### config.mk
export PLATFORM = sky130hd
export DESIGN_NAME = spi_mem_rd_ctrl_flat
export DESIGN_NICKNAME = d
export VERILOG_FILES = /design/src/rtl/spi_pkg.sv /design/src/rtl/spi_mem_rd_ctrl_if.sv /design/src/rtl/spi_rd_fifo.sv /design/src/rtl/spi_mem_rd_ctrl.sv /design/src/flat_wrapper.sv
export SDC_FILE = /design/constraint.sdc
export NUM_CORES = 1
export LEC_CHECK = 0
export CORE_ASPECT_RATIO = 1.25
export CORE_MARGIN = 5
export CORE_UTILIZATION = 35
export CTS_BUF_LIST = sky130_fd_sc_hd__clkbuf_8
export CTS_CLUSTER_SIZE = 20
export DETAILED_ROUTE_END_ITERATION = 8
export PLACE_DENSITY = 0.62
export SYNTH_ARGS = -nofsm -noshare
export SYNTH_HDL_FRONTEND = slang
export SYNTH_SLANG_ARGS = --single-unit
### constraint.sdc
create_clock -name clk -period 3.93 [get_ports clk]
set_input_delay 1.179 -clock clk [delete_from_list [all_inputs] [get_ports clk]]
set_output_delay 1.179 -clock clk [all_outputs]
set_load 0.1 [all_outputs]
### src/rtl/spi_pkg.sv
// Shared types and defaults for the SPI memory-read frame controller.
// State encoding is fixed so debug captures decode the same across builds.
package spi_pkg;

   typedef enum logic [1:0] {
      IDLE  = 2'd0,
      FETCH = 2'd1,
      DRAIN = 2'd2,
      FLUSH = 2'd3
   } state_t;

   localparam int DEF_FIFO_DEPTH = 4;
   localparam int DEF_LEN_W      = 16;

endpackage

### src/rtl/spi_mem_rd_ctrl_if.sv
// Frame-source and SPI memory-read signal bundle for spi_mem_rd_ctrl.
// Handshake: src_frame_rdy, src_rd_req, src_data_vld, mem_rd_ena and mem_ena_out are
// single-cycle pulses with no back-pressure; each src_rd_req gets exactly one
// src_data_vld later, in order, and each mem_rd_ena gets one mem_ena_out next cycle.
interface spi_mem_rd_ctrl_if
   import spi_pkg::*;
#(
   parameter int LEN_W = DEF_LEN_W
);
   logic             src_frame_rdy;
   logic [LEN_W-1:0] src_frame_len;
   logic             src_rd_req;
   logic [7:0]       src_data;
   logic             src_data_vld;
   logic             mem_rd_ena;
   logic [7:0]       mem_data_out;
   logic             mem_ena_out;

   modport master (
      input  src_frame_rdy, src_frame_len, src_data, src_data_vld, mem_rd_ena,
      output src_rd_req, mem_data_out, mem_ena_out
   );

   modport slave (
      output src_frame_rdy, src_frame_len, src_data, src_data_vld, mem_rd_ena,
      input  src_rd_req, mem_data_out, mem_ena_out
   );
endinterface

### src/rtl/spi_rd_fifo.sv
// Small prefetch FIFO with a registered head output updated on pop.
// DEPTH must be a power of two so the pointers wrap naturally.
module spi_rd_fifo #(
   parameter int DEPTH = 4,
   parameter int W     = 8
) (
   input  logic                     clk,
   input  logic                     reset_n,
   input  logic                     push,
   input  logic                     pop,
   input  logic                     flush,
   input  logic [W-1:0]             din,
   output logic [W-1:0]             dout,
   output logic [$clog2(DEPTH):0]   count
);
   localparam int AW = $clog2(DEPTH);
   localparam logic [AW-1:0] PTR_ONE = 1;
   localparam logic [AW:0]   CNT_ONE = 1;

   logic [W-1:0]  mem [DEPTH];
   logic [AW-1:0] wr_ptr;
   logic [AW-1:0] rd_ptr;

   always_ff @(posedge clk) begin
      if (push && !flush) mem[wr_ptr] <= din;
   end

   always_ff @(posedge clk or negedge reset_n) begin
      if (!reset_n) begin
         wr_ptr <= '0;
         rd_ptr <= '0;
         count  <= '0;
         dout   <= '0;
      end else if (flush) begin
         wr_ptr <= '0;
         rd_ptr <= '0;
         count  <= '0;
      end else begin
         if (push) wr_ptr <= wr_ptr + PTR_ONE;
         if (pop) begin
            rd_ptr <= rd_ptr + PTR_ONE;
            dout   <= mem[rd_ptr];
         end
         case ({push, pop})
            2'b10:   count <= count + CNT_ONE;
            2'b01:   count <= count - CNT_ONE;
            default: count <= count;
         endcase
      end
   end
endmodule

### src/rtl/spi_mem_rd_ctrl.sv
// Frame read sequencer: credit-limited prefetch from the byte source into a FIFO,
// one byte served per SPI mem_rd_ena, interrupt held while a frame is pending.
module spi_mem_rd_ctrl
   import spi_pkg::*;
#(
   parameter int FIFO_DEPTH = DEF_FIFO_DEPTH,
   parameter int LEN_W      = DEF_LEN_W
) (
   input  logic                          clk,
   input  logic                          reset_n,
   spi_mem_rd_ctrl_if.master             bus,
   input  logic                          abort,
   input  logic                          flag_clr,
   output logic                          int_o,
   output logic [LEN_W-1:0]              bytes_left,
   output logic                          underrun,
   output logic                          frame_lost,
   output state_t                        state,
   output logic [$clog2(FIFO_DEPTH):0]   fifo_count
);
   localparam int CNT_W = $clog2(FIFO_DEPTH) + 1;
   localparam logic [CNT_W:0]   DEPTH_L = FIFO_DEPTH[CNT_W:0];
   localparam logic [CNT_W-1:0] CNT_ONE = 1;
   localparam logic [LEN_W-1:0] LEN_ONE = 1;

   state_t           state_next;
   logic [LEN_W-1:0] fetch_left, fetch_left_next, bytes_left_next;
   logic [CNT_W-1:0] outstanding, outstanding_next;
   logic             abort_act, req, rsp, push, pop, fifo_empty, start;
   logic             underrun_set, lost_set, from_fifo, mem_ena_q;
   logic [7:0]       fifo_dout;

   assign abort_act    = abort && (state != IDLE);
   assign fifo_empty   = (fifo_count == '0);
   assign rsp          = bus.src_data_vld && (outstanding != '0);
   assign push         = rsp && (state != FLUSH) && !abort_act;
   assign pop          = bus.mem_rd_ena && !fifo_empty && !abort_act;
   assign start        = (state == IDLE) && bus.src_frame_rdy && (bus.src_frame_len != '0);
   assign underrun_set = bus.mem_rd_ena && fifo_empty && !abort_act &&
                         ((state == FETCH) || (state == DRAIN));
   assign lost_set     = bus.src_frame_rdy && (state != IDLE);
   // Credit: bytes buffered plus bytes in flight never exceed the FIFO depth.
   assign req = (state == FETCH) && !abort_act && (fetch_left != '0) &&
                (({1'b0, fifo_count} + {1'b0, outstanding}) < DEPTH_L);

   always_comb begin
      state_next       = state;
      fetch_left_next  = fetch_left;
      bytes_left_next  = bytes_left;
      outstanding_next = outstanding;
      if (req && !rsp)      outstanding_next = outstanding + CNT_ONE;
      else if (!req && rsp) outstanding_next = outstanding - CNT_ONE;
      if (req) fetch_left_next = fetch_left - LEN_ONE;
      if (pop) bytes_left_next = bytes_left - LEN_ONE;
      case (state)
         IDLE: if (start) begin
            fetch_left_next = bus.src_frame_len;
            bytes_left_next = bus.src_frame_len;
            state_next      = FETCH;
         end
         FETCH: begin
            if (abort_act)                   state_next = FLUSH;
            else if (fetch_left_next == '0)  state_next = DRAIN;
         end
         // Looking at next-cycle counts lets int_o drop the cycle after the last pop.
         DRAIN: begin
            if (abort_act) state_next = FLUSH;
            else if ((bytes_left_next == '0) && (outstanding_next == '0)) state_next = IDLE;
         end
         FLUSH: if (outstanding_next == '0) state_next = IDLE;
         default: state_next = IDLE;
      endcase
      if (abort_act) begin
         fetch_left_next = '0;
         bytes_left_next = '0;
      end
   end

   always_ff @(posedge clk or negedge reset_n) begin
      if (!reset_n) begin
         state       <= IDLE;
         fetch_left  <= '0;
         bytes_left  <= '0;
         outstanding <= '0;
         mem_ena_q   <= 1'b0;
         from_fifo   <= 1'b0;
         underrun    <= 1'b0;
         frame_lost  <= 1'b0;
      end else begin
         state       <= state_next;
         fetch_left  <= fetch_left_next;
         bytes_left  <= bytes_left_next;
         outstanding <= outstanding_next;
         mem_ena_q   <= bus.mem_rd_ena;
         if (bus.mem_rd_ena) from_fifo <= pop;
         if (flag_clr)          underrun <= 1'b0;
         else if (underrun_set) underrun <= 1'b1;
         if (flag_clr)      frame_lost <= 1'b0;
         else if (lost_set) frame_lost <= 1'b1;
      end
   end

   // The FIFO head register holds the last popped byte; from_fifo picks it or 0x00.
   assign bus.mem_data_out = from_fifo ? fifo_dout : 8'h00;
   assign bus.mem_ena_out  = mem_ena_q;
   assign bus.src_rd_req   = req;
   assign int_o            = (state == FETCH) || (state == DRAIN);

   spi_rd_fifo #(.DEPTH(FIFO_DEPTH), .W(8)) u_fifo (
      .clk     (clk),
      .reset_n (reset_n),
      .push    (push),
      .pop     (pop),
      .flush   (abort_act),
      .din     (bus.src_data),
      .dout    (fifo_dout),
      .count   (fifo_count)
   );
endmodule

### src/flat_wrapper.sv
// flat-port wrapper written by rule: the top's interface ports become plain ports
module spi_mem_rd_ctrl_flat import spi_pkg::*;
#(
   parameter int FIFO_DEPTH = DEF_FIFO_DEPTH,
   parameter int LEN_W      = DEF_LEN_W
)
  (clk, reset_n, abort, flag_clr, int_o, bytes_left, underrun, frame_lost, state, fifo_count, bus_src_frame_rdy, bus_src_frame_len, bus_src_data, bus_src_data_vld, bus_mem_rd_ena, bus_src_rd_req, bus_mem_data_out, bus_mem_ena_out);
  spi_mem_rd_ctrl_if #(.LEN_W(LEN_W)) bus_i ();
  input  logic clk;
  input  logic reset_n;
  input  logic abort;
  input  logic flag_clr;
  output logic int_o;
  output logic [LEN_W-1:0] bytes_left;
  output logic underrun;
  output logic frame_lost;
  output state_t state;
  output logic [$clog2(FIFO_DEPTH):0] fifo_count;
  input wire logic [$bits(bus_i.src_frame_rdy)-1:0] bus_src_frame_rdy;
  input wire logic [$bits(bus_i.src_frame_len)-1:0] bus_src_frame_len;
  input wire logic [$bits(bus_i.src_data)-1:0] bus_src_data;
  input wire logic [$bits(bus_i.src_data_vld)-1:0] bus_src_data_vld;
  input wire logic [$bits(bus_i.mem_rd_ena)-1:0] bus_mem_rd_ena;
  output wire logic [$bits(bus_i.src_rd_req)-1:0] bus_src_rd_req;
  output wire logic [$bits(bus_i.mem_data_out)-1:0] bus_mem_data_out;
  output wire logic [$bits(bus_i.mem_ena_out)-1:0] bus_mem_ena_out;
  assign bus_i.src_frame_rdy = bus_src_frame_rdy;
  assign bus_i.src_frame_len = bus_src_frame_len;
  assign bus_i.src_data = bus_src_data;
  assign bus_i.src_data_vld = bus_src_data_vld;
  assign bus_i.mem_rd_ena = bus_mem_rd_ena;
  assign bus_src_rd_req = bus_i.src_rd_req;
  assign bus_mem_data_out = bus_i.mem_data_out;
  assign bus_mem_ena_out = bus_i.mem_ena_out;
  spi_mem_rd_ctrl #(.FIFO_DEPTH(FIFO_DEPTH), .LEN_W(LEN_W)) u_core (.clk(clk), .reset_n(reset_n), .bus(bus_i), .abort(abort), .flag_clr(flag_clr), .int_o(int_o), .bytes_left(bytes_left), .underrun(underrun), .frame_lost(frame_lost), .state(state), .fifo_count(fifo_count));
endmodule
==> results_dict.tcl, run 1 <==
set metrics [dict create \
    dieWidth_um 114 \
    drv_cap 0 \
    critPathKind "input port to primary output" \
    r2r-end "u_core.state[0]" \
    timing.hold.ws_ns 0.518 \
    critPathCaptureType "primary output" \
    antenna_left 0 \
    layout_min_cycle_time_ns 3.80 \
    synthesis.area_mm2 0.00477 \
    cts_tree "done" \
    async_reset_ff_share_pct 63.6 \
    fill_cells 1318 \
    dieArea_mm2 0.0161 \
    worst_setup_path_start_kind "input port" \
    synthFlopType "dfrtp_1" \
    cts_setup_buffers 0 \
    drive_above_1_share_pct 17.0 \
    die_height_um 141 \
    skew_ns 0.0186 \
    grt_pass1_vias 3768 \
    rsz0062_at_grt "no" \
    cts_root_buffer "clkbuf_8" \
    fmax_mhz 263 \
    cts-buffers-inserted 9 \
    clockBufferDepth 2 \
    core_area_mm2 0.0133 \
    areaGrowthSynthToFinish_pct 19.8 \
    final-setup-viol-count 0 \
    required_ns 2.75 \
    drt-pass1-iter-count 4 \
    drc 0 \
    vias 3673 \
    synth_edf_count 32 \
    cts_hold_buffers 0 \
    cp_slowest_stage_delay_ns 0.44 \
    final_net_count 556 \
    globalplace.congestion 0.904 \
    wl_per_cell_um 18.0 \
    cp.arrival_ns 2.62 \
    initial_core_util_pct 35.9 \
    cp_max_fo 14 \
    ys_ff_latch 88 \
    status "finished, final reports clean" \
    portBuffers 64 \
    relSlewSlack_pct 35.1 \
    finalSetupTns_ns 0 \
    ys_seq_area_share_pct 49.5 \
    drt_iter0_drc 227 \
    wl_um 12300 \
    r2r_setup_slack_ns 0.57 \
    path_clk_slew_ns 0.09 \
    worstSkewPairLatency_ns 0.37 \
    yosysWarnings 0 \
    hpwlAfterDp_um 9190 \
    rows 47 \
    min_from "u_core.u_fifo.dout[7]" \
    synth_nets 492 \
    grt_antenna_before_repair 0 \
    hold_end "u_core.u_fifo.dout[7]" \
    hold_violations 0 \
    period_share_pct 96.8 \
    htreeDepth 3 \
    diodes 0 \
    critical-path-slowest-cell "clkdlybuf4s50_1" \
    hold_path_class "register to register" \
    track_usage_pct 15.6 \
    slew_violations 0 \
    grt_pass1_wl_um 19700 \
    cts_resized 0 \
    ff2ff_path_depth 11 \
    grt_max_degree 57 \
    postSynthAreaPerCell_um2 10.7 \
    cts_sinks 88 \
    synth_cell_type_count 56 \
    syn_inst 444 \
    grt-ovfl-total 0 \
    worstMarginPinSlew_ns 0.970 \
    rr_startpoint "u_core.fetch_left[0]" \
    mostFrequentLayoutCells "56 x dfrtp_1, 42 x buf_4, 38 x a21oi_1" \
    holdPathStages 1 \
    cp_cell_sequence "clkdlybuf4s50_1 > nand2b_1 > nand4_1 > a21o_4 > inv_4 > buf_12" \
    ios 65 \
    layout_commonest_cell "dfrtp_1" \
    detail_route.vias_per_cell 5.37 \
]
==> Yosys cell counts, types with 10 or more instances <==
library cell  number  area share [%]
a21oi_1           38             4.0
and2_1            18             2.4
clkbuf_1          15             1.2
dfrtp_1           56              29
edfxtp_1          32              20
ha_1              16             4.2
inv_1             17             1.3
nand2_1           24             1.9
nand3_1           14             1.5
nor2_1            32             2.5
nor3_1            15             1.6
nor4_1            10             1.3
o21ai_0           21             2.2
xnor2_1           19             3.5
xor2_1            18             3.3
==> how the worst max path moves through the flow <==
stage / startpoint / slack, ns / cells past startpoint / to
floorplan: u_core.u_fifo.count[2] / 0.18 / 6 / bus_src_rd_req
global placement: abort / 0.15 / 6 / bus_src_rd_req
detailed placement: abort / 0.07 / 9 / u_core.state[0]
CTS: abort / 0.13 / 6 / bus_src_rd_req
global route: abort / 0.03 / 6 / bus_src_rd_req
finish: abort / 0.13 / 6 / bus_src_rd_req
==> metal layers <==
layer	GRT usage [%]	vias to the layer above	routed length (um)
li1	-	1737	-
met1	19.6	1806	5200
met2	26.4	109	6170
met3	3.28	21	692
met4	5.13	0	243
met5	0	-	0
==> through the flow <==
step                worst slack (ns)  cells  area [um2]  util, %
floorplan                      0.178    444        4770        -
global placement               0.149    668        5530     41.6
detailed placement            0.0681    668        5530     41.6
CTS                            0.130    684        5720     43.0
global route                  0.0279    684        5720     43.0
finish                         0.127    684        5720     43.0
==> registers in the layout, summed over array words and instances (netlist names) <==
| register | count |
|---|---|
| u_core.fetch_left | 16 |
| u_core.u_fifo.count | 3 |
| u_core.from_fifo | 1 |
| u_core.state | 2 |
| u_core.frame_lost | 1 |
| u_core.outstanding | 3 |
| u_core.underrun | 1 |
| u_core.bus.mem_ena_out | 1 |
| u_core.u_fifo.rd_ptr | 2 |
| u_core.u_fifo.wr_ptr | 2 |
| u_core.u_fifo.mem | 32 |
| u_core.u_fifo.dout | 8 |
| u_core.bytes_left | 16 |
==> cell families after synthesis <==
family | Yosys count | share of synthesized area [%]
compound gates | 93 | 12.3
xor+xnor | 37 | 6.79
fa+ha+maj | 17 | 4.61
buf+inv | 39 | 3.49
flops | 88 | 49.5
mux | 18 | 6.08
simple gates | 152 | 17.2
==> worst max-delay path, delay by kind of cell <==
family | cells | cell delay, ns
AOI/OAI and AO/OA | 1 | 0.31
and+or+nand+nor | 2 | 0.33
buffers and inverters | 3 | 0.80
==> cell type report <==
cell class / instances / area (um2) / share of cell area [%]
clock buffer: 10 / 138 / 2.41
clock inverter: 6 / 48.8 / 0.854
inverter: 18 / 70.1 / 1.23
multi-input combinational: 317 / 2240 / 39.2
sequential: 88 / 2360 / 41.3
tap: 171 / 214 / 3.74
timing repair buffer: 74 / 641 / 11.2
Power of run 1 is left out: the tool's default activity adds up to more than one toggle a clock period on the data nets, which glitch-free logic cannot reach.
==> inputs of run 2 (changes only) <==
--- a/config.mk
+++ b/config.mk
@@ -15,3 +15,4 @@
 export SYNTH_ARGS = -nofsm -noshare
 export SYNTH_HDL_FRONTEND = slang
 export SYNTH_SLANG_ARGS = --single-unit
+export TNS_END_PERCENT = 30
==> results of run 2 <==
Same layout as run 1: the final DEF is identical, and so are final timing and power.
Power of run 2 is left out for the same reason.
==> inputs of run 3 (changes only) <==
--- a/config.mk
+++ b/config.mk
@@ -7,11 +7,11 @@
 export LEC_CHECK = 0
 export CORE_ASPECT_RATIO = 1.25
 export CORE_MARGIN = 5
-export CORE_UTILIZATION = 35
+export CORE_UTILIZATION = 45
 export CTS_BUF_LIST = sky130_fd_sc_hd__clkbuf_8
 export CTS_CLUSTER_SIZE = 20
 export DETAILED_ROUTE_END_ITERATION = 8
-export PLACE_DENSITY = 0.62
+export PLACE_DENSITY = 0.75
 export SYNTH_ARGS = -nofsm -noshare
 export SYNTH_HDL_FRONTEND = slang
 export SYNTH_SLANG_ARGS = --single-unit
==> run 3 against run 2 <==
Compared with the run above:
- critical path type unchanged
- wire length fell by 2.5%
- largest cell class unchanged
- setup slack improved by 0.022 ns
- non-clock buffer count did not move
- global-route usage rose by 3.8 points
==> results_dict.tcl, run 3 (synthesis results as in run 1) <==
set metrics [dict create \
    cp.arrival_ns 2.60 \
    critical-path-slowest-cell "clkdlybuf4s50_1" \
    track_usage_pct 19.4 \
    critPathKind "input port to primary output" \
    path_clk_slew_ns 0.08 \
    wl_um 12000 \
    hpwlAfterDp_um 8940 \
    die_height_um 125 \
    grt_antenna_before_repair 0 \
    status "finished, final reports clean" \
    skew_ns 0.0148 \
    cts-buffers-inserted 9 \
    mostFrequentLayoutCells "56 x dfrtp_1, 42 x buf_4, 38 x a21oi_1" \
    period_share_pct 96.2 \
    clockBufferDepth 2 \
    utilization_pct 53.8 \
    required_ns 2.75 \
    cp_top_family "buffers and inverters" \
    dieWidth_um 102 \
    detail_route.vias_per_cell 5.78 \
    final-setup-viol-count 0 \
    areaGrowthSynthToFinish_pct 18.4 \
    wl_per_cell_um 18.6 \
    grt_pass1_vias 3751 \
    cp_slowest_stage_delay_ns 0.47 \
    cp_max_fo 14 \
    drt_iter0_drc 204 \
    hold_violations 0 \
    cts_hold_buffers 0 \
    initial_core_util_pct 45.4 \
    reg_top3 "u_core.u_fifo.mem (32), u_core.bytes_left (16), u_core.fetch_left (16)" \
    dieArea_mm2 0.0128 \
    timing.hold.ws_ns 0.508 \
    cts_sinks 88 \
    fmax_mhz 264 \
    cp_cell_sequence "clkdlybuf4s50_1 > nand2b_1 > nand4_1 > buf_4 > a21o_4 > inv_4 > buf_12" \
    layout_min_cycle_time_ns 3.78 \
    worstSkewPairLatency_ns 0.36 \
    wl_met3_um 800 \
    cts_root_buffer "clkbuf_8" \
    finalSetupTns_ns 0 \
    grt_pass1_wl_um 19400 \
    worst_setup_path_start_kind "input port" \
    htreeDepth 3 \
    antenna_left 0 \
    drive_above_1_share_pct 16.4 \
    hold_path_class "register to register" \
    largest_reg_flops 32 \
    grt-ovfl-total 0 \
    place_inst 629 \
    globalplace.congestion 0.926 \
    m1WireLength_um 4960 \
    critPathCaptureType "primary output" \
    rows 42 \
    crit_buf_inv 4 \
    drc 0 \
    largest-register "u_core.u_fifo.mem" \
    worstMarginPinSlew_ns 0.962 \
    ios 65 \
    layout_commonest_cell "dfrtp_1" \
    portBuffers 64 \
    drt-pass1-iter-count 5 \
    instances_no_fill 645 \
    cts_setup_buffers 0 \
    final_net_count 556 \
    cts_resized 0 \
    cts_tree "done" \
    relSlewSlack_pct 35.7 \
    vias 3729 \
    dr_wl_met2_um 5960 \
    drv_cap 0 \
    top_layer "met4" \
    diodes 0 \
    rsz0062_at_grt "no" \
    grt_max_degree 38 \
    slew_violations 0 \
    fill_cells 956 \
    core_area_mm2 0.0105 \
]
==> run 3: cell type report <==
| cell class | count | area [um2] | area share [%] |
|---|---|---|---|
| timing repair buffer | 74 | 641 | 11.3 |
| tap | 132 | 165 | 2.92 |
| inverter | 18 | 70.1 | 1.24 |
| sequential | 88 | 2360 | 41.8 |
| clock inverter | 6 | 30.0 | 0.532 |
| clock buffer | 10 | 138 | 2.44 |
| multi-input combinational | 317 | 2240 | 39.7 |
==> run 3: stage by stage <==
step                      setup slack (ns)  area, um2
after floorplan                      0.178       4770
after global placement               0.178       5480
after detailed placement             0.131       5480
after CTS                            0.151       5650
after global routing                0.0800       5650
final                                0.148       5650
==> run 3: path summary, 6_finish.rpt <==
path                                  startpoint  slack (ns)                     to  cells past startpoint
max                                        abort        0.15         bus_src_rd_req                      7
min in group asynchronous                reset_n        0.93   u_core.bytes_left[7]                      1
min reg2reg                u_core.u_fifo.dout[5]        0.51  u_core.u_fifo.dout[5]                      1
min                        u_core.u_fifo.dout[5]        0.51  u_core.u_fifo.dout[5]                      1
max in group asynchronous                reset_n        2.27   u_core.bytes_left[2]                      2
max reg2reg                 u_core.fetch_left[0]        0.56        u_core.state[1]                     11
==> run 3: per-layer routing <==
layer | vias to the layer above | global-route usage [%]
li1 | 1733 | -
met3 | 26 | 4.40
met2 | 134 | 31.8
met5 | - | 0
met4 | 0 | 6.56
met1 | 1836 | 25.1
Power of run 3 is left out for the same reason.
